==> src/rtl/ring_buffer_writer.sv <==
// ring_buffer_writer: producer side of the 4-entry MAC operand ring.
// Owns storage, write pointer/wrap, occupancy and pointer-error tracking.
module ring_buffer_writer #(
    parameter int BufferWidth = 2,
    parameter int BufferSize  = 4,
    parameter int DataWidth   = 16
) (
    input  logic                   clk,
    input  logic                   rst_n,
    input  logic                   In_Valid,
    input  logic [DataWidth-1:0]   In_Data,
    output logic                   In_Ready,
    input  logic                   Flush,
    input  logic [BufferWidth-1:0] R_Addr,
    input  logic                   R_Wrap,
    output logic [BufferWidth-1:0] W_Addr,
    output logic                   Round,
    output logic [BufferSize-1:0]  Free,
    output logic [BufferWidth:0]   Count,
    output logic [DataWidth-1:0]   Rd_Data,
    output logic                   Ptr_Err
);

    typedef enum logic [1:0] {
        S_EMPTY,
        S_PARTIAL,
        S_FULL,
        S_ERR
    } state_t;

    localparam logic [BufferWidth:0] SizeC = (BufferWidth+1)'(BufferSize);
    localparam logic [BufferWidth:0] OneC  = (BufferWidth+1)'(1);

    logic [DataWidth-1:0] mem [BufferSize];
    logic                 w_wrap;
    state_t               state;
    logic [BufferWidth:0] w_ptr;
    logic [BufferWidth:0] r_ptr;
    logic [BufferWidth:0] w_ptr_nxt;
    logic [BufferWidth:0] cnt_nxt;
    logic                 wr_fire;

    assign w_ptr    = {w_wrap, W_Addr};
    assign r_ptr    = {R_Wrap, R_Addr};
    assign Count    = w_ptr - r_ptr;
    assign In_Ready = (Count < SizeC) && !Flush && !Ptr_Err;
    assign wr_fire  = In_Valid && In_Ready;
    assign Round    = w_wrap ^ R_Wrap;
    assign Rd_Data  = mem[R_Addr];

    // Next write pointer; the wrap bit rides as the pointer MSB.
    always_comb begin
        w_ptr_nxt = w_ptr;
        if (Flush) begin
            w_ptr_nxt = r_ptr;
        end else if (wr_fire) begin
            w_ptr_nxt = w_ptr + OneC;
        end
        cnt_nxt = w_ptr_nxt - r_ptr;
    end

    // A slot is free when its distance from the read pointer is past the occupied span.
    always_comb begin
        Free = '0;
        for (int i = 0; i < BufferSize; i++) begin
            Free[i] = {1'b0, BufferWidth'(BufferWidth'(i) - R_Addr)} >= Count;
        end
    end

    // Write pointer and wrap bit.
    always_ff @(posedge clk or negedge rst_n) begin
        if (!rst_n) begin
            W_Addr <= '0;
            w_wrap <= 1'b0;
        end else begin
            {w_wrap, W_Addr} <= w_ptr_nxt;
        end
    end

    // Sticky error once the reader has overtaken the writer.
    always_ff @(posedge clk or negedge rst_n) begin
        if (!rst_n) begin
            Ptr_Err <= 1'b0;
        end else if (Count > SizeC) begin
            Ptr_Err <= 1'b1;
        end
    end

    // Occupancy state from next-cycle count; ERR holds until reset.
    always_ff @(posedge clk or negedge rst_n) begin
        if (!rst_n) begin
            state <= S_EMPTY;
        end else if (state == S_ERR || Ptr_Err || Count > SizeC) begin
            state <= S_ERR;
        end else if (cnt_nxt == '0) begin
            state <= S_EMPTY;
        end else if (cnt_nxt == SizeC) begin
            state <= S_FULL;
        end else begin
            state <= S_PARTIAL;
        end
    end

    // Storage is not reset; only accepted writes touch it.
    always_ff @(posedge clk) begin
        if (wr_fire) begin
            mem[W_Addr] <= In_Data;
        end
    end

endmodule

==> config.mk <==
export PLATFORM = sky130hd
export DESIGN_NAME = ring_buffer_writer
export DESIGN_NICKNAME = d
export VERILOG_FILES = /design/src/rtl/ring_buffer_writer.sv
export SDC_FILE = /design/constraint.sdc
export NUM_CORES = 1
export LEC_CHECK = 0
export ABC_AREA = 1
export BUFFER_PORTS_ARGS = -buffer_cell sky130_fd_sc_hd__buf_4
export CAP_MARGIN = 20
export CORE_ASPECT_RATIO = 1.4
export CORE_MARGIN = 2
export CORE_UTILIZATION = 25
export CTS_CLUSTER_DIAMETER = 100
export DETAILED_ROUTE_END_ITERATION = 16
export SLEW_MARGIN = 30
export SYNTH_ARGS = -nofsm -noshare
export SYNTH_HDL_FRONTEND = slang
export SYNTH_SLANG_ARGS = --single-unit
==> constraint.sdc <==
create_clock -name clk -period 7.1 [get_ports clk]
set_input_delay 0.355 -clock clk [delete_from_list [all_inputs] [get_ports clk]]
set_output_delay 0.355 -clock clk [all_outputs]
set_load 0.1 [all_outputs]
==> out/results.tsv, run 1 <==
metric	value	unit
status	complete, no violations	
post-placement cell count	415	
CP cell instances	inv_1 > ha_1 > inv_1 > fa_1 > inv_1 > ha_1 > inv_1 > a21oi_1 > nor2_1 > buf_4	
most frequent cells in the layout	edfxtp_1 (64), buf_4 (54), nand3_1 (50)	
CTS Buf Count	9	
endpoints failing setup	0	
Net Count, Synth	259	
PostCTS Resize Cnt	0	
Max stage delay on crit path	0.48	ns
r2r endpoint	mem[1][9]	
Slew headroom	67.3	%
f_max	341	MHz
row count	47	
Crit Path Category	flop to output pin	
diodes inserted	0	
Worst Hold End	mem[0][0]	
drt drc	0	
CTS tree	built	
R2R Setup Slk	4.70	ns
H-tree levels	3	
post-synth cell types	25	
period utilisation layout	41.4	%
Max Slew Vio Count	0	
Static Leak	1.44	nW
RSZ-0062 raised after global routing	false	
worst vdd ir	0.000121	V
YS warnings	0	
Vias/cell	4.47	
transition time of the tightest slew-check pin	0.489	ns
Port Buffers	50	
Clock Tree Root	clkbuf_16	
routability cong.	0.720	
clk slew on worst S/H paths	0.05	ns
CTS Buffer Depth	2	
most used cell, CP	inv_1	
antenna violations before repair	0	
Detailed Route Iter0 Violations	111	
Worst-Skew Late Latency	0.33	ns
setup slack at placement	4.33	ns
Setup TNS Final	0	ns
vias in the first global route	1989	
Mapped Area	2970	um2
total grt overflow	0	
final-report hold violation count	0	
Routed WL	6600	um
hold_sp	In_Data[0]	
Hold Path Stages	1	
Die W	96.0	um
die area	12800	um2
first-pass GRT wire length	10400	um
GRT Util Overall	11.1	%
Slowest-stage cell, CP	dfrtp_1	
Final nets	316	
total vias in the final route	1926	
Gate Count Post-Synth	223	
core area	11700	um2
Hold WC Path Type	input pin to flop	
clock tree sinks	68	
WL/cell	15.3	um
Min Clock Period, post-route	2.94	ns
drt pass-1 iters	4	
Yosys reg bits	68	
detailed placement HPWL	4280	um
Final ANT Viol Nets	0	
PwrDens	298	nW/um2
max-cap viol count	0	
worst endpoint data arrival time	2.58	ns
P&R area growth vs syn	26.5	%
FF-to-FF Start	W_Addr[0]	
Crit Path Max Fanout	7	
post-synthesis average cell area	13.3	um2
sequential fraction of the synthesis area	68.2	%
Initial Utilization	25.3	%
crit path launch type	flop	
post-route insts no fill	431	
hold slack	0.232	ns
Setup Skew	0.00242	ns
CP startpoint	W_Addr[0]	
layout cell share with drive strength beyond 1	26.4	%
Crit. End Element	output pin	
worst-case reg-to-reg path depth	10	
chip height	133	um
I/O Pins	51	
largest net degree at the start of global routing	38	
most common cell after layout, fill and taps aside	edfxtp_1	
setup ws final	4.16	ns
worst path required time	6.74	ns
[per-stage QoR]
stage	cell area (um2)	total power, mW	util [%]
global placement	3490	0.747	29.8
detailed placement	3490	0.751	29.8
CTS	3750	1.13	32.1
floorplan	2970	0.686	-
global route	3750	1.16	32.1
finish	3750	1.12	32.1
[power by group]
group	switching [mW]	internal, mW	total [mW]	leakage, nW
logic	0.231	0.0642	0.295	0.697
clock network	0.146	0.228	0.374	0.122
registers	0.00519	0.442	0.447	0.621
total	0.382	0.734	1.12	1.44
[cell type report]
class                      instances  area [um2]
fill                            1167        7950
sequential                        68        2020
multi-input combinational        127         810
timing repair buffer              55         415
clock buffer                      10         229
tap                              147         184
inverter                          19        71.3
clock inverter                     5        20.0
[cells in the mapped netlist (all sizes together)]
cell	number	share of area, %
a21oi	5	0.84
dfrtp	4	3.4
nand3	53	9.7
nand4	1	0.21
o21bai	1	0.25
o21ai	4	0.68
xor2	1	0.55
nor2	12	2.0
fa	1	0.68
nor3	1	0.17
nand2	20	3.1
inv	19	2.4
edfxtp	64	65
buf	9	2.1
a22oi	15	3.8
ha	12	5.1
nand2b	1	0.21
[state kept, by name, indices dropped and copies added, names as in the netlist]
| register | cells |
|---|---|
| Ptr_Err | 1 |
| w_wrap | 1 |
| W_Addr | 2 |
| mem | 64 |
[kinds of logic (layout without fill, tap and decap cells)]
family,Yosys count,in the layout,share of synthesized area [%]
AO/OA/AOI/OAI,25,25,5.57
XOR/XNOR,1,1,0.549
buffers and inverters,28,89,4.51
AND/OR/NAND/NOR,88,88,15.4
flip-flops,68,68,68.2
adder cells (fa/ha/maj),13,13,5.74
[worst max path at each step]
stage | endpoint | slack [ns] | cells past startpoint
after floorplan | In_Ready | 2.27 | 9
after global placement | Free[1] | 4.40 | 9
after detailed placement | Free[1] | 4.33 | 9
after CTS | Free[1] | 4.10 | 10
after global routing | Free[1] | 3.98 | 10
final | Free[1] | 4.16 | 10
[worst max-delay path: cells and delay by family, from the launching register on]
| family | cells | cell delay, ns |
|---|---|---|
| AOI/OAI and AO/OA | 1 | 0.06 |
| adders and majority gates | 3 | 0.90 |
| buffers and inverters | 5 | 0.73 |
| DFF | 1 | 0.48 |
| and+or+nand+nor | 1 | 0.08 |
[what timing repair did]
item                                   in CTS  in global routing
buffers inserted                            0                  0
endpoints found under the hold margin       4                  0
hold buffers                                1                  0
[routing by layer]
metal	vias to the layer above	global-route usage, %	wire [um]	part of all wire [%]
met2	39	18.7	3520	53
met1	950	12.3	2590	39
met4	0	5.24	116	1.8
li1	929	-	-	-
met5	-	0	0	0
met3	8	3.93	369	5.6
Note: power is estimated with default switching activity, not from simulation.
==> run 2: changes to the inputs <==
--- a/config.mk
+++ b/config.mk
@@ -5,7 +5,7 @@
 export SDC_FILE = /design/constraint.sdc
 export NUM_CORES = 1
 export LEC_CHECK = 0
-export ABC_AREA = 1
+export ABC_AREA = 0
 export BUFFER_PORTS_ARGS = -buffer_cell sky130_fd_sc_hd__buf_4
 export CAP_MARGIN = 20
 export CORE_ASPECT_RATIO = 1.4
==> constraint.sdc (replaced) <==
create_clock -name clk -period 2.5 [get_ports clk]
set_input_delay 0.125 -clock clk [delete_from_list [all_inputs] [get_ports clk]]
set_output_delay 0.125 -clock clk [all_outputs]
set_load 0.1 [all_outputs]
==> run 2 against run 1 <==
The run now ends with setup timing left. Power rose to 3.0 times the previous value. Area after synthesis is 3.7% lower. Critical path depth is 1 lower. Combinational power rose to 2.8 times the previous value. Final area up 7.5%. Hold slack got worse by 0.23 ns. Sequential share of layout area is 3.6 points lower. Clock skew rose by 0.0018 ns. Sequential power rose to 2.8 times the previous value. Highest routed layer unchanged.
==> out/results.tsv, run 2 <==
metric	value	unit
Crit. End Element	output pin	
YS warnings	0	
vias in the first global route	1714	
share of the synthesized area in the top cell type	67.3	%
async set-or-reset flop fraction in the synthesized netlist	5.88	%
Setup TNS Final	-0.0843	ns
worst path required time	2.38	ns
RSZ-0062 raised after global routing	true	
most used cell, CP	inv_4	
Largest regs	mem x64, W_Addr x2	
Static Leak	1.46	nW
synth top area cells	edfxtp_1 (67%), mux4_2 (13%), ha_1 (5.3%), dfrtp_1 (3.5%), inv_1 (1.7%)	
Reg with most FFs	mem	
post-synthesis mux area share	13.7	%
CP cell instances	inv_4 > ha_4 > inv_2 > fa_2 > inv_4 > ha_1 > a21oi_1 > o21ba_4 > buf_12	
transition time of the tightest slew-check pin	0.441	ns
met3 wire length	273	um
failing checks	setup timing	
Reg power frac	37.8	%
post-synthesis simple-gate area fraction	2.45	%
die area	12300	um2
Net Count, Synth	183	
r2r endpoint	mem[3][6]	
period utilisation layout	102	%
final-report hold violation count	0	
drt pass-1 iters	4	
Max Slew Vio Count	0	
layout cell share with drive strength beyond 1	49.6	%
Final ANT Viol Nets	0	
Initial Utilization	25.4	%
FF-to-FF Start	W_Addr[0]	
Yosys reg bits	68	
Max stage delay on crit path	0.56	ns
fin util	35.9	%
diodes inserted	0	
CP startpoint	W_Addr[0]	
row count	46	
CTS Buffer Depth	2	
largest family of logic cells by synthesized area	multiplexers	
sequential fraction of the synthesis area	70.8	%
Fill cells	1070	
Slew headroom	70.5	%
Sw Share	30.8	%
Worst-Skew Late Latency	0.32	ns
Port Buffers	50	
largest net degree at the start of global routing	22	
most common cell after layout, fill and taps aside	edfxtp_1	
detailed placement HPWL	3750	um
routability cong.	0.730	
total vias in the final route	1554	
Detailed Route Iter0 Violations	99	
Die W	94.3	um
P&R area growth vs syn	41.2	%
Adder-Cell Fraction of Synth Area	5.96	%
post-synthesis compound-gate area fraction	3.02	%
worst endpoint data arrival time	2.43	ns
Min Clock Period, post-route	2.55	ns
Slowest-stage cell, CP	fa_2	
I/O Pins	51	
Gate Count Post-Synth	147	
H-tree levels	3	
status	finished, violations left	
f_max	392	MHz
Post-synth top cells	edfxtp_1 (64), mux4_2 (16), inv_1 (13)	
Final nets	257	
DRT met1 WL	2390	um
crit path launch type	flop	
GRT Util Overall	9.96	%
DR top layer	met4	
first-pass GRT wire length	8910	um
worst-case reg-to-reg path depth	7	
Vias/cell	4.20	
Multi-input gate area	897	um2
clock tree sinks	68	
Logic pwr share	25.0	%
antenna violations before repair	0	
XOR/XNOR Fraction of Synth Area	1.75	%
Hold WC Path Type	input pin to flop	
Hold Path Stages	1	
post-synthesis average cell area	19.4	um2
Routed WL	5720	um
Post-synth EDFFs	64	
setup ws final	-0.0520	ns
Top FF cell, synth	edfxtp_1	
clk slew on worst S/H paths	0.06	ns
CTS tree	built	
hold_sp	In_Data[5]	
top-count cell post-synth	edfxtp_1	
endpoints failing setup	2	
most frequent cells in the layout	edfxtp_1 (64), buf_4 (52), mux4_2 (16)	
Setup Skew	0.00425	ns
leading area contributor after synthesis	edfxtp_1	
Crit Path Category	flop to output pin	
FF/Latch Area	2030	um2
worst vdd ir	0.000412	V
PwrDens	825	nW/um2
drt drc	0	
Worst Hold End	mem[3][5]	
Sw Pwr	1.03	mW
Clock power frac	37.1	%
WL/cell	15.4	um
chip height	130	um
total grt overflow	0	
Clock Tree Root	clkbuf_16	
core area	11200	um2
Mapped Area	2860	um2
Crit Path Max Fanout	5	
max-cap viol count	0	
post-synth cell types	25	
internal power	2.30	mW
R2R Setup Slk	0.21	ns
Largest register FFs	64	
met2 WL	2960	um
Pwr Total	3.32	mW
CTS Buf Count	9	
## run 2: per-layer routing
| metal | vias up | global-route usage, % |
|---|---|---|
| met1 | 780 | 11.7 |
| met3 | 8 | 2.52 |
| met4 | 0 | 4.35 |
| met5 | - | 0 |
| li1 | 724 | - |
| met2 | 42 | 17.2 |
## run 2: cell families (layout without fill, tap and decap cells)
kind of cell	count (synthesis)	after routing
simple gates	12	12
xor+xnor	4	4
mux	19	19
fa+ha+maj	13	13
compound gates	14	14
flops	68	68
buf+inv	17	96
## run 2: per-stage QoR
| stage | hold WS (ns) | std cells | setup slack, ns | instance area [um2] |
|---|---|---|---|---|
| 6_report | 0.00568 | 370 | -0.0520 | 4030 |
| 5_1_grt | 0.00100 | 370 | -0.113 | 4030 |
| 4_1_cts | 0.000317 | 368 | -0.0450 | 3990 |
| 3_5_place_dp | -0.0712 | 341 | 0.0527 | 3550 |
| 3_3_place_gp | -0.0715 | 341 | 0.122 | 3550 |
| 2_1_floorplan | -0.171 | 147 | -0.505 | 2980 |
## run 2: how the worst max path moves through the flow
stage,to,slack (ns)
after floorplan,Free[0],-0.51
after global placement,Free[3],0.12
after detailed placement,Free[3],0.05
after CTS,Free[1],-0.04
after global routing,Free[3],-0.11
final,Free[1],-0.05
## run 2: area by class of cell
class | instances | share of cell area (%)
clock buffer | 10 | 5.68
clock inverter | 6 | 1.58
inverter | 13 | 1.33
multi-input combinational | 62 | 22.3
sequential | 68 | 50.3
tap | 144 | 4.47
timing repair buffer | 67 | 14.4
## run 2: timing repair
item,4_1_cts,5_1_grt
setup endpoints to repair,4,4
hold endpoints to repair,36,8
pin swaps,2,0
cloned,0,0
setup buffers,2,0
hold buffers,9,2
resized for setup,11,4
## run 2: critical path: cells and delay by family, from the launching register on
family	cells	cell delay (ns)
flip-flops	1	0.48
adder cells (fa/ha/maj)	3	0.96
buffers and inverters	4	0.33
AO/OA/AOI/OAI	2	0.32
## run 2: power by group through the flow
stage / Combinational (mW) / Sequential, mW / Clock, mW
2_1_floorplan: 0.554 / 1.31 / 0
3_3_place_gp: 0.743 / 1.28 / 0
3_5_place_dp: 0.747 / 1.28 / 0
4_1_cts: 0.814 / 1.26 / 1.25
5_1_grt: 0.879 / 1.26 / 1.30
6_report: 0.832 / 1.26 / 1.23
==> run 3: changes to the inputs <==
--- a/config.mk
+++ b/config.mk
@@ -6,13 +6,15 @@
 export NUM_CORES = 1
 export LEC_CHECK = 0
 export ABC_AREA = 0
-export BUFFER_PORTS_ARGS = -buffer_cell sky130_fd_sc_hd__buf_4
+export BUFFER_PORTS_ARGS = -buffer_cell sky130_fd_sc_hd__buf_2
 export CAP_MARGIN = 20
 export CORE_ASPECT_RATIO = 1.4
 export CORE_MARGIN = 2
-export CORE_UTILIZATION = 25
+export CORE_UTILIZATION = 50
 export CTS_CLUSTER_DIAMETER = 100
 export DETAILED_ROUTE_END_ITERATION = 16
+export PLACE_DENSITY = 0.76
+export SETUP_SLACK_MARGIN = 0.3
 export SLEW_MARGIN = 30
 export SYNTH_ARGS = -nofsm -noshare
 export SYNTH_HDL_FRONTEND = slang
==> run 3 against run 2 <==
The run still ends with setup timing left. Maximum frequency fell by 1.9%. Count of clock-buffer cells in the layout unchanged. Worst setup slack got worse by 0.050 ns. Core utilization up 36 points. Wire length is 8.6% higher. Cell count shrank 14%. Via count is 7.5% higher. Sequential power about the same. Sequential share of layout area increased by 0.41 points. Flip-flop and latch count stayed put. Combinational power rose by 13%.
==> out/results.tsv, run 3 (synthesis results as in run 2) <==
metric	value	unit
status	finished, violations left	
failing checks	setup timing	
WL/cell	19.6	um
Hold WC Path Type	input pin to flop	
CTS Buffer Depth	2	
Pwr Total	3.04	mW
worst endpoint data arrival time	2.48	ns
transition time of the tightest slew-check pin	0.507	ns
Worst Hold End	w_wrap	
f_max	384	MHz
FF-to-FF Start	W_Addr[0]	
Fill cells	348	
hold slack	0.0954	ns
Detailed Route Iter0 Violations	78	
diodes inserted	0	
chip height	93.4	um
Crit Path Max Fanout	5	
Initial Utilization	51.7	%
I/O Pins	51	
Clock Tree Root	clkbuf_8	
Crit. End Element	output pin	
clk slew on worst S/H paths	0.07	ns
period utilisation layout	104	%
dpl cell area	3410	um2
Min Clock Period, post-route	2.60	ns
routability cong.	0.772	
worst-case reg-to-reg path depth	10	
first-pass GRT wire length	9360	um
Worst-Skew Late Latency	0.34	ns
max-cap viol count	0	
core area	5530	um2
worst vdd ir	0.000766	V
Setup Skew	0.00541	ns
Slowest-stage cell, CP	fa_2	
DRT met1 WL	2520	um
Buf+Inv Stages, Crit Path	5	
die area	6340	um2
hold_sp	R_Wrap	
final-report hold violation count	0	
Largest register FFs	64	
DR top layer	met4	
most common cell after layout, fill and taps aside	edfxtp_1	
detailed placement HPWL	3410	um
Max Slew Vio Count	0	
total vias in the final route	1670	
row count	32	
Final ANT Viol Nets	0	
Die W	67.9	um
RSZ-0062 raised after global routing	true	
R2R Setup Slk	0.11	ns
total grt overflow	0	
most frequent cells in the layout	edfxtp_1 (64), buf_2 (43), dlygate4sd3_1 (17)	
endpoints failing setup	4	
CTS tree	built	
layout cell share with drive strength beyond 1	51.4	%
delay-heaviest family, CP	adder cells	
CTS Buf Count	9	
GRT Util Overall	21.8	%
drt pass-1 iters	4	
H-tree levels	3	
Max stage delay on crit path	0.55	ns
setup ws final	-0.102	ns
antenna violations before repair	0	
Static Leak	1.50	nW
Hold Path Stages	3	
worst path required time	2.38	ns
Routed WL	6210	um
final instance area	4000	um2
Crit Path Category	flop to output pin	
r2r endpoint	W_Addr[0]	
Vias/cell	5.27	
PwrDens	760	nW/um2
largest net degree at the start of global routing	22	
Reg with most FFs	mem	
Final nets	280	
Largest regs	mem x64, W_Addr x2	
CP cell instances	inv_4 > ha_4 > inv_2 > fa_2 > inv_4 > buf_4 > ha_4 > o21ai_2 > a21oi_4 > buf_12	
clock tree sinks	68	
Port Buffers	50	
drt drc	0	
vias in the first global route	1788	
Slew headroom	66.5	%
P&R area growth vs syn	40.1	%
met2 WL	3320	um
crit path launch type	flop	
met3 wire length	245	um
run 3: repair_timing:
item,CTS,global route
hold buffers,17,0
endpoints found under the setup margin,72,72
resized for setup,21,4
setup buffers,14,1
pin swaps,11,3
gates cloned,5,0
hold endpoints to repair,68,0
run 3: worst max path at each step:
stage	startpoint	end	slack [ns]	cells past startpoint
finish	W_Addr[0]	Free[0]	-0.10	10
global route	W_Addr[0]	Free[0]	-0.19	10
CTS	W_Addr[0]	Free[0]	-0.12	10
detailed placement	W_Addr[0]	Free[3]	0.05	9
global placement	W_Addr[0]	Free[3]	0.18	9
floorplan	W_Addr[0]	Free[0]	-0.51	8
run 3: tightest hold or removal path: stages:
cell	delay, ns
buf_2	0.13
inv_1	0.07
a22oi_1	0.07
run 3: layout make-up:
type / instances / area [um2] / share of cell area [%]
timing repair buffer: 85 / 687 / 17.2
inverter: 13 / 53.8 / 1.35
tap: 68 / 85.1 / 2.13
clock buffer: 10 / 128 / 3.19
clock inverter: 6 / 55.1 / 1.38
sequential: 68 / 2030 / 50.7
multi-input combinational: 67 / 963 / 24.1
run 3: metrics by stage:
| step | cells | setup TNS, ns | worst slack [ns] | util (%) |
|---|---|---|---|---|
| 2_1_floorplan | 147 | -11.42 | -0.505 | - |
| 3_3_place_gp | 264 | 0 | 0.184 | 61.7 |
| 3_5_place_dp | 264 | 0 | 0.0463 | 61.7 |
| 4_1_cts | 316 | -0.415 | -0.119 | 71.9 |
| 5_1_grt | 317 | -0.663 | -0.186 | 72.4 |
| 6_report | 317 | -0.332 | -0.102 | 72.4 |
run 3: per-layer routing:
layer	track usage, %	vias to the layer above
met5	0	-
met4	8.33	0
met3	5.90	14
met2	35.6	45
met1	27.5	838
li1	-	773
run 3: power by group:
group          leakage (nW)  internal (mW)  switching, mW
Combinational         0.793          0.341          0.595
Clock                0.0928          0.450          0.393
Sequential            0.616           1.25        0.00741
Total                  1.50           2.04          0.996
